**src/rtl/mul_div_unit.sv**
```systemverilog
// Iterative multiply/divide unit with HI/LO result registers.
// One radix-2 step per cycle: shift-add multiply, restoring divide.
// Optional macro SIGNED_MD_EN enables signed MULT/DIV for Op[1]=1; when it is
// undefined Op[1] is ignored and no sign logic exists.
module mul_div_unit #(
  parameter int unsigned WIDTH = 32,
  parameter int unsigned CNT_W = 5
) (
  input  logic             Clk,
  input  logic             Reset,
  input  logic             Start,
  input  logic [1:0]       Op,
  input  logic [WIDTH-1:0] A,
  input  logic [WIDTH-1:0] B,
  input  logic             HiWr,
  input  logic             LoWr,
  input  logic [WIDTH-1:0] WData,
  output logic             Busy,
  output logic             Done,
  output logic [WIDTH-1:0] Hi,
  output logic [WIDTH-1:0] Lo
);

  localparam logic [1:0] IDLE = 2'd0;
  localparam logic [1:0] RUN  = 2'd1;
  localparam logic [1:0] FIN  = 2'd2;

  logic [1:0]         state_q, state_d;
  logic [CNT_W-1:0]   cnt_q;
  logic [WIDTH-1:0]   a_q, b_q;
  logic [WIDTH-1:0]   hi_q, lo_q;
  logic               div_q;
  // Multiply: {partial product, remaining multiplier bits}.
  // Divide:   {partial remainder, dividend bits shifting into quotient bits}.
  logic [2*WIDTH-1:0] acc_q, acc_step;
  logic [WIDTH-1:0]   a_mag, b_mag;
  logic [WIDTH-1:0]   res_hi, res_lo;
  logic               accept, last;

  logic [WIDTH:0]     mul_sum;
  logic [WIDTH:0]     div_shift;
  logic [WIDTH-1:0]   div_sub;
  logic               div_ge;

  assign accept = (state_q != RUN) && Start;
  assign last   = (state_q == RUN) && (cnt_q == CNT_W'(WIDTH - 1));
  assign Busy   = (state_q == RUN);
  assign Done   = (state_q == FIN);
  assign Hi     = hi_q;
  assign Lo     = lo_q;

`ifdef SIGNED_MD_EN
  logic neg_a_in, neg_b_in;
  logic neg_a_q, neg_b_q;

  // Signed ops run on magnitudes; the original signs are kept for the final fix-up.
  always_comb begin
    neg_a_in = Op[1] & A[WIDTH-1];
    neg_b_in = Op[1] & B[WIDTH-1];
    a_mag    = neg_a_in ? -A : A;
    b_mag    = neg_b_in ? -B : B;
  end

  // Latch operand signs at launch.
  always_ff @(posedge Clk or posedge Reset) begin
    if (Reset) begin
      neg_a_q <= 1'b0;
      neg_b_q <= 1'b0;
    end else if (accept) begin
      neg_a_q <= neg_a_in;
      neg_b_q <= neg_b_in;
    end
  end
`else
  logic unused_op;
  assign unused_op = Op[1];

  // Unsigned only: operands pass straight through.
  always_comb begin
    a_mag = A;
    b_mag = B;
  end
`endif

  // One radix-2 iteration of the selected operation.
  always_comb begin
    mul_sum   = {1'b0, acc_q[2*WIDTH-1:WIDTH]} + (acc_q[0] ? {1'b0, a_q} : '0);
    div_shift = acc_q[2*WIDTH-1:WIDTH-1];
    div_ge    = div_shift >= {1'b0, b_q};
    // The difference always fits in WIDTH bits when div_ge holds.
    div_sub   = div_shift[WIDTH-1:0] - b_q;
    if (div_q) begin
      if (div_ge) acc_step = {div_sub, acc_q[WIDTH-2:0], 1'b1};
      else        acc_step = {div_shift[WIDTH-1:0], acc_q[WIDTH-2:0], 1'b0};
    end else begin
      acc_step = {mul_sum, acc_q[WIDTH-1:1]};
    end
  end

  // Final result with sign correction applied on the last step.
  always_comb begin
    res_hi = acc_step[2*WIDTH-1:WIDTH];
    res_lo = acc_step[WIDTH-1:0];
`ifdef SIGNED_MD_EN
    if (!div_q) begin
      if (neg_a_q ^ neg_b_q) {res_hi, res_lo} = -acc_step;
    end else begin
      if (neg_a_q ^ neg_b_q) res_lo = -acc_step[WIDTH-1:0];
      if (neg_a_q)           res_hi = -acc_step[2*WIDTH-1:WIDTH];
    end
`endif
  end

  // Next-state logic for IDLE -> RUN -> FIN.
  always_comb begin
    state_d = state_q;
    unique case (state_q)
      IDLE:    if (Start) state_d = RUN;
      RUN:     if (last) state_d = FIN;
      FIN:     state_d = Start ? RUN : IDLE;
      default: state_d = IDLE;
    endcase
  end

  // Control state, operands, iteration counter and datapath accumulator.
  always_ff @(posedge Clk or posedge Reset) begin
    if (Reset) begin
      state_q <= IDLE;
      cnt_q   <= '0;
      a_q     <= '0;
      b_q     <= '0;
      div_q   <= 1'b0;
      acc_q   <= '0;
    end else begin
      state_q <= state_d;
      if (accept) begin
        a_q   <= a_mag;
        b_q   <= b_mag;
        div_q <= Op[0];
        cnt_q <= '0;
        acc_q <= {{WIDTH{1'b0}}, (Op[0] ? a_mag : b_mag)};
      end else if (state_q == RUN) begin
        acc_q <= acc_step;
        cnt_q <= cnt_q + 1'b1;
      end
    end
  end

  // HI/LO: result write on the last step, MTHI/MTLO only when idle and not launching.
  always_ff @(posedge Clk or posedge Reset) begin
    if (Reset) begin
      hi_q <= '0;
      lo_q <= '0;
    end else if (last) begin
      hi_q <= res_hi;
      lo_q <= res_lo;
    end else if ((state_q != RUN) && !Start) begin
      if (HiWr) hi_q <= WData;
      if (LoWr) lo_q <= WData;
    end
  end

endmodule

```
**config.mk**
```make
export PLATFORM = sky130hd
export DESIGN_NAME = mul_div_unit
export DESIGN_NICKNAME = d
export VERILOG_FILES = /design/src/rtl/mul_div_unit.sv
export SDC_FILE = /design/constraint.sdc
export NUM_CORES = 1
export LEC_CHECK = 0
export BUFFER_PORTS_ARGS = -buffer_cell sky130_fd_sc_hd__buf_2
export CELL_PAD_IN_SITES_DETAIL_PLACEMENT = 0
export CELL_PAD_IN_SITES_GLOBAL_PLACEMENT = 1
export CORE_UTILIZATION = 35
export CTS_CLUSTER_SIZE = 24
export DETAILED_ROUTE_END_ITERATION = 6
export GPL_TIMING_DRIVEN = 0
export PLACE_DENSITY = 0.64
export SLEW_MARGIN = 20
export SYNTH_ARGS = -nofsm -noshare
export SYNTH_HDL_FRONTEND = slang
export SYNTH_SLANG_ARGS = --single-unit
```
**constraint.sdc**
```tcl
create_clock -name Clk -period 7.3 [get_ports Clk]
set_input_delay 0.73 -clock Clk [delete_from_list [all_inputs] [get_ports Clk]]
set_output_delay 0.73 -clock Clk [all_outputs]
set_load 0.02 [all_outputs]
```
# --- After elaboration in Yosys (flattened, before gate mapping) ---
# Index checks and enable logic that the tools add are counted.
word_totals:
  regBits: 200
  latchBits: 0
  ramBits: 0
  rom_bits: 0
  out_inout_bits: 66
  word_cells: 48
  memories: 0
op_classes:
  n_addsub: 3
  mul: 0
  div: 0
  magnitude_cmp: 1
  eq_ne: 6
  shift: 0
  mux: 18
  bitwise_logic: 0
  reduce_logical: 12
ops:
  columns: ["cell", "count"]
  rows:
  - ["32-bit 2-to-1 mux", 8]
  - ["64-bit 2-to-1 mux", 4]
  - ["32-bit by 32-bit adder with 33-bit output", 1]
  - ["33-bit by 32-bit greater-or-equal comparator with 1-bit output", 1]
  - ["32-bit subtractor", 1]
  - ["5-bit 2-to-1 mux", 2]
  - ["2-bit nonzero test", 4]
  - ["2-bit one-hot mux with 3 select lines", 1]
  - ["2-bit AND reduction", 3]
  - ["5-bit by 1-bit adder with 5-bit output, second input constant", 1]
  - ["5-bit equality test, second input constant", 1]
  - ["2-bit 2-to-1 mux", 2]
  - ["2-bit by 1-bit != test with 1-bit output, second input constant", 2]
  - ["1-bit logical AND", 3]
  - ["2-bit by 1-bit equality test with 1-bit output, second input constant", 1]
  - ["2-bit equality test, second input constant", 1]
  - ["2-bit logical NOT", 1]
  - ["2-bit != test, second input constant", 1]
  - ["1-bit logical NOT", 1]
  - ["1-bit 2-to-1 mux", 1]

# --- Logic depth before layout (Yosys ltp) ---
depth:
  ltp_word: 5
  depth_mapped: 15
  depth_no_buf: 14

# --- Worst setup path before layout ---
# OpenSTA, ideal clock, no wires.
synth_timing:
  path_type: "flip-flop to flip-flop"
  startpoint: "register acc_q[0]"
  endpoint: "register hi_q[29], in the netlist Hi[29]"
  t_arrival_ps: 2942
  path_slack_ps: 4236
  stages_incl_launch_ff: 14
  path_buffers: 1
  path_cell_list: "dfrtp_1 > clkbuf_1 > and2_1 > ha_1 > a21o_1 > a21o_1 > a221oi_2 > a21boi_2 > a311o_1 > nand3_2 > o311ai_2 > a2111o_1 > o211a_1 > o221a_2"
synth_between:
  elab_chain_cells: 4
synth_lines:
  columns: ["item", "line", "rtl"]
  rows:
  - ["start: declaration", "35", "logic [2*WIDTH-1:0] acc_q, acc_step;"]
  - ["start signal: assignment", "141", "acc_q <= {{WIDTH{1'b0}}, (Op[0] ? a_mag : b_mag)};"]
  - ["start signal: assignment", "143", "acc_q <= acc_step;"]
  - ["32-bit 2-to-1 mux", "87", "mul_sum = {1'b0, acc_q[2*WIDTH-1:WIDTH]} + (acc_q[0] ? {1'b0, a_q} : '0);"]
  - ["32-bit by 32-bit adder with 33-bit output", "87", null]
  - ["64-bit 2-to-1 mux", "92", "if (div_q) begin"]
  - ["32-bit 2-to-1 mux", "154", "end else if (last) begin"]
  - ["end signal: assignment", "155", "hi_q <= res_hi;"]
  - ["end signal: assignment", "158", "if (HiWr) hi_q <= WData;"]
  - ["end: declaration", "31", "logic [WIDTH-1:0] hi_q, lo_q;"]
# No other way between the ends.
# A chain may end at the register's enable or synchronous reset.

# --- Final worst setup path ---
# Same ends and word-level chain as after synthesis.

==> results.py <==
metrics = {
    "setup_path": {
        "path_cells": "clkbuf_1 > nand2_1 > fa_1 > nand2b_1 > a21oi_1 > o211ai_1 > a21boi_2 > a311o_1 > nand3_2 > o311ai_2 > a2111o_1 > o211a_1 > o221a_2",
        "cp_slowest_stage_delay_ps": 530,
        "worst_setup_path_end_kind": "flip-flop",
        "timing.reg2reg.setup_slack_ps": 2990,
        "critical_path.n_buffers_inverters": 1,
        "critical_path_rt_ps": 7700,
        "critPathTopFamily": "compound AO/OA/AOI/OAI gates",
        "timing.setup.critical_path_class": "reg2reg",
        "timing.critical_path.fanout_max": 10,
        "cpMaxStageDelayCell": "dfrtp_1",
        "crit_arrival_ps": 4710,
        "critPathLaunchType": "flip-flop",
    },
    "routing": {
        "antenna_violating_nets_post_route": 0,
        "drt-pass1-iter-count": 7,
        "wire_per_inst_um": 22.1,
        "drt-total-wl_mm": 45.9,
        "drt-vias-per-instance": 5.51,
        "dr_total_vias": 11400,
        "drt_drc_violations_left": 22,
        "drt_first_iter_violations": 829,
    },
    "clock_tree": {
        "clk_pin_slew_ps": 80,
        "cts_tree": "done",
        "post-cts-setup-buffer-count": 0,
        "cts_htree_levels": 4,
        "clock_sink_count": 200,
        "cts_buffer_depth": 2,
        "clock_latency_ps": 470,
        "cts_buf_count": 17,
        "root_buffer_cell": "clkbuf_16",
        "cts_hold_buffers": 0,
        "postCtsResizedCells": 0,
    },
    "synth": {
        "dominantRegCellSynth": "dfrtp_1",
        "synth_sequential_area_ratio_pct": 39.2,
        "synth_top_family_by_area": "compound AO/OA/AOI/OAI gates",
        "synth_compound_gate_area_share_pct": 21.7,
        "yosysTopAreaCellShare_pct": 39.2,
        "synth.avg_cell_area_um2": 9.02,
        "postSynth.asyncResetShare_pct": 100,
        "netlist_area_um2": 12800,
        "synthesis.nets": 1587,
        "synth_xor_xnor_area_share_pct": 3.50,
        "synthAdderAreaFrac_pct": 6.78,
        "synth.ff_latch_count": 200,
        "post_synth_mux_area_share_pct": 11.6,
        "synth_top_cell_by_area": "dfrtp_1",
        "synthTopCellsByArea": "dfrtp_1, ha_1, mux2_2",
        "yosys_warnings": 0,
        "synthCells": 1416,
        "post_synth_and_or_nand_nor_area_fraction_pct": 13.0,
        "synth-edff-count": 0,
        "distinct_cell_type_count_of_the_synthesized_netlist": 66,
    },
    "die": {
        "die_w_um": 193,
        "die_outline_area_um2": 37200,
        "starting_density_pct": 35.7,
        "die_h_um": 193,
        "ioPinCount": 169,
        "core_area_um2": 35700,
        "floorplan.rows": 69,
    },
    "global_route": {
        "grtUsageTotal_pct": 25.2,
        "first_pass_grt_wire_length_mm": 69.4,
        "grt_pass1_vias": 11300,
        "grt_max_degree": 84,
        "grt-ovfl-total": 0,
        "antenna_found_initial": 1,
    },
    "outcome": {
        "failed_checks": "DRC",
        "run_status": "finished with violations",
    },
    "sta": {
        "timing_worst_slew_pin_value_ps": 979,
        "rsz0062_at_grt": "no",
        "remaining_max_slew_budget_at_the_tightest_pin_pct": 34.7,
        "fmax_achieved_mhz": 232,
        "finalClockSkew_ps": 16.0,
        "hold_violations": 0,
        "final_period_minus_worst_setup_slack_ps": 4310,
        "report.final.setup_viol": 0,
        "timing.final.crit_share_pct": 59.1,
        "slew_violations": 0,
    },
    "finish": {
        "layout-drive-gt1-share_pct": 17.9,
        "fin_nets": 1774,
        "filler_cell_count": 3697,
        "utilization_pct": 41.5,
        "final_common_cell": "dfrtp_1",
        "most-common-layout-cells": "dfrtp_1, buf_2, nand2_1",
        "area_delta_synth_final_pct": 16.0,
    },
    "place": {
        "place.gp.congestion": 0.889,
        "portBuffers": 166,
        "dp_hpwl_mm": 36.5,
    },
    "min_path": {
        "timing.hold.worst.class": "in2async",
    },
    "flow_run": {
        "maxCapViolations": 0,
    },
}
[cell usage after synthesis, types with 3 or more instances]
cell and instances:
mux2_2 68, nand4_1 9, nor3b_1 3, a22oi_1 8, ha_1 66, xor2_1 25, a21oi_1 128, a21o_1 26
or3_1 5, buf_4 3, o21a_1 8, mux2i_1 72, a21boi_0 3, o211ai_1 52, nand2b_1 11, nor2_1 78
o22ai_1 22, a211oi_1 6, o21ai_1 60, xnor2_1 26, inv_1 55, and2_1 35, o21bai_1 6, o21ai_0 90
o22a_1 3, or2_2 5, clkbuf_1 69, buf_1 7, o31ai_1 6, and3_1 13, nand2_1 142, nand3_1 42
nor2b_1 3, buf_2 3, a41oi_1 3, a31oi_1 8, nor3_1 8, dfrtp_1 200
[flip-flops by register name, indices dropped and copies added (netlist names)]
register and flops:
state_q 2, div_q 1, Hi 32, acc_q 64, b_q 32, a_q 32, Lo 32, cnt_q 5
[worst reg2reg max path: cells and delay by family (launching register included)]
family	cells	cell delay, ps
AO/OA/AOI/OAI	8	2280
adder cells (fa/ha/maj)	1	440
AND/OR/NAND/NOR	3	550
flip-flops	1	530
buffers and inverters	1	450
[routing by layer]
layer | vias to the layer above | global-route usage [%] | share of wire [%]
li1 | 5474 | - | -
met1 | 5631 | 35.4 | 47
met2 | 299 | 40.2 | 46
met3 | 39 | 3.29 | 4.4
met4 | 0 | 7.96 | 2.9
met5 | - | 0 | 0
[kinds of logic after synthesis]
| family | count (synthesis) |
|---|---|
| multiplexers | 140 |
| buffers and inverters | 140 |
| flip-flops | 200 |
| XOR/XNOR | 51 |
| adder cells (fa/ha/maj) | 68 |
| AO/OA/AOI/OAI | 456 |
| AND/OR/NAND/NOR | 361 |
[per-stage QoR]
| step | TNS [ps] | setup slack (ps) | cells | hold WS, ps | area (um2) |
|---|---|---|---|---|---|
| 2_1_floorplan | 0 | 1120 | 1416 | 443 | 12800 |
| 3_3_place_gp | -347260 | -1770 | 2043 | 463 | 14200 |
| 3_5_place_dp | 0 | 3050 | 2045 | 472 | 14200 |
| 4_1_cts | 0 | 2990 | 2077 | 282 | 14800 |
| 5_1_grt | 0 | 2730 | 2078 | 288 | 14800 |
| 6_report | 0 | 2990 | 2078 | 273 | 14800 |
[final cells by class]
type	instances	area [um2]	share of cell area (%)
diodes	1	2.50	0.0169
plain buffers	82	323	2.18
clock buffers	18	429	2.90
clock inverters	14	146	0.988
inverters	58	225	1.52
multi-input cells	1076	7220	48.8
flip-flops and latches	200	5000	33.8
well taps	461	577	3.89
repair buffers	168	886	5.98
[path summary, 6_finish.rpt]
| check | start | endpoint | cells after the start |
|---|---|---|---|
| worst min register to register | Lo[23] | Lo[23] | 2 |
| min in group Clk | Lo[23] | Lo[23] | 2 |
| worst max register to register | acc_q[0] | Hi[29] | 13 |
| max in group asynchronous | Reset | acc_q[52] | 3 |
| worst min-delay path | Reset | Hi[6] | 2 |
| worst max-delay path | acc_q[0] | Hi[29] | 13 |
Power is left out: the tool's default activity adds up to more than one toggle a clock period on the data nets, which glitch-free logic cannot reach.
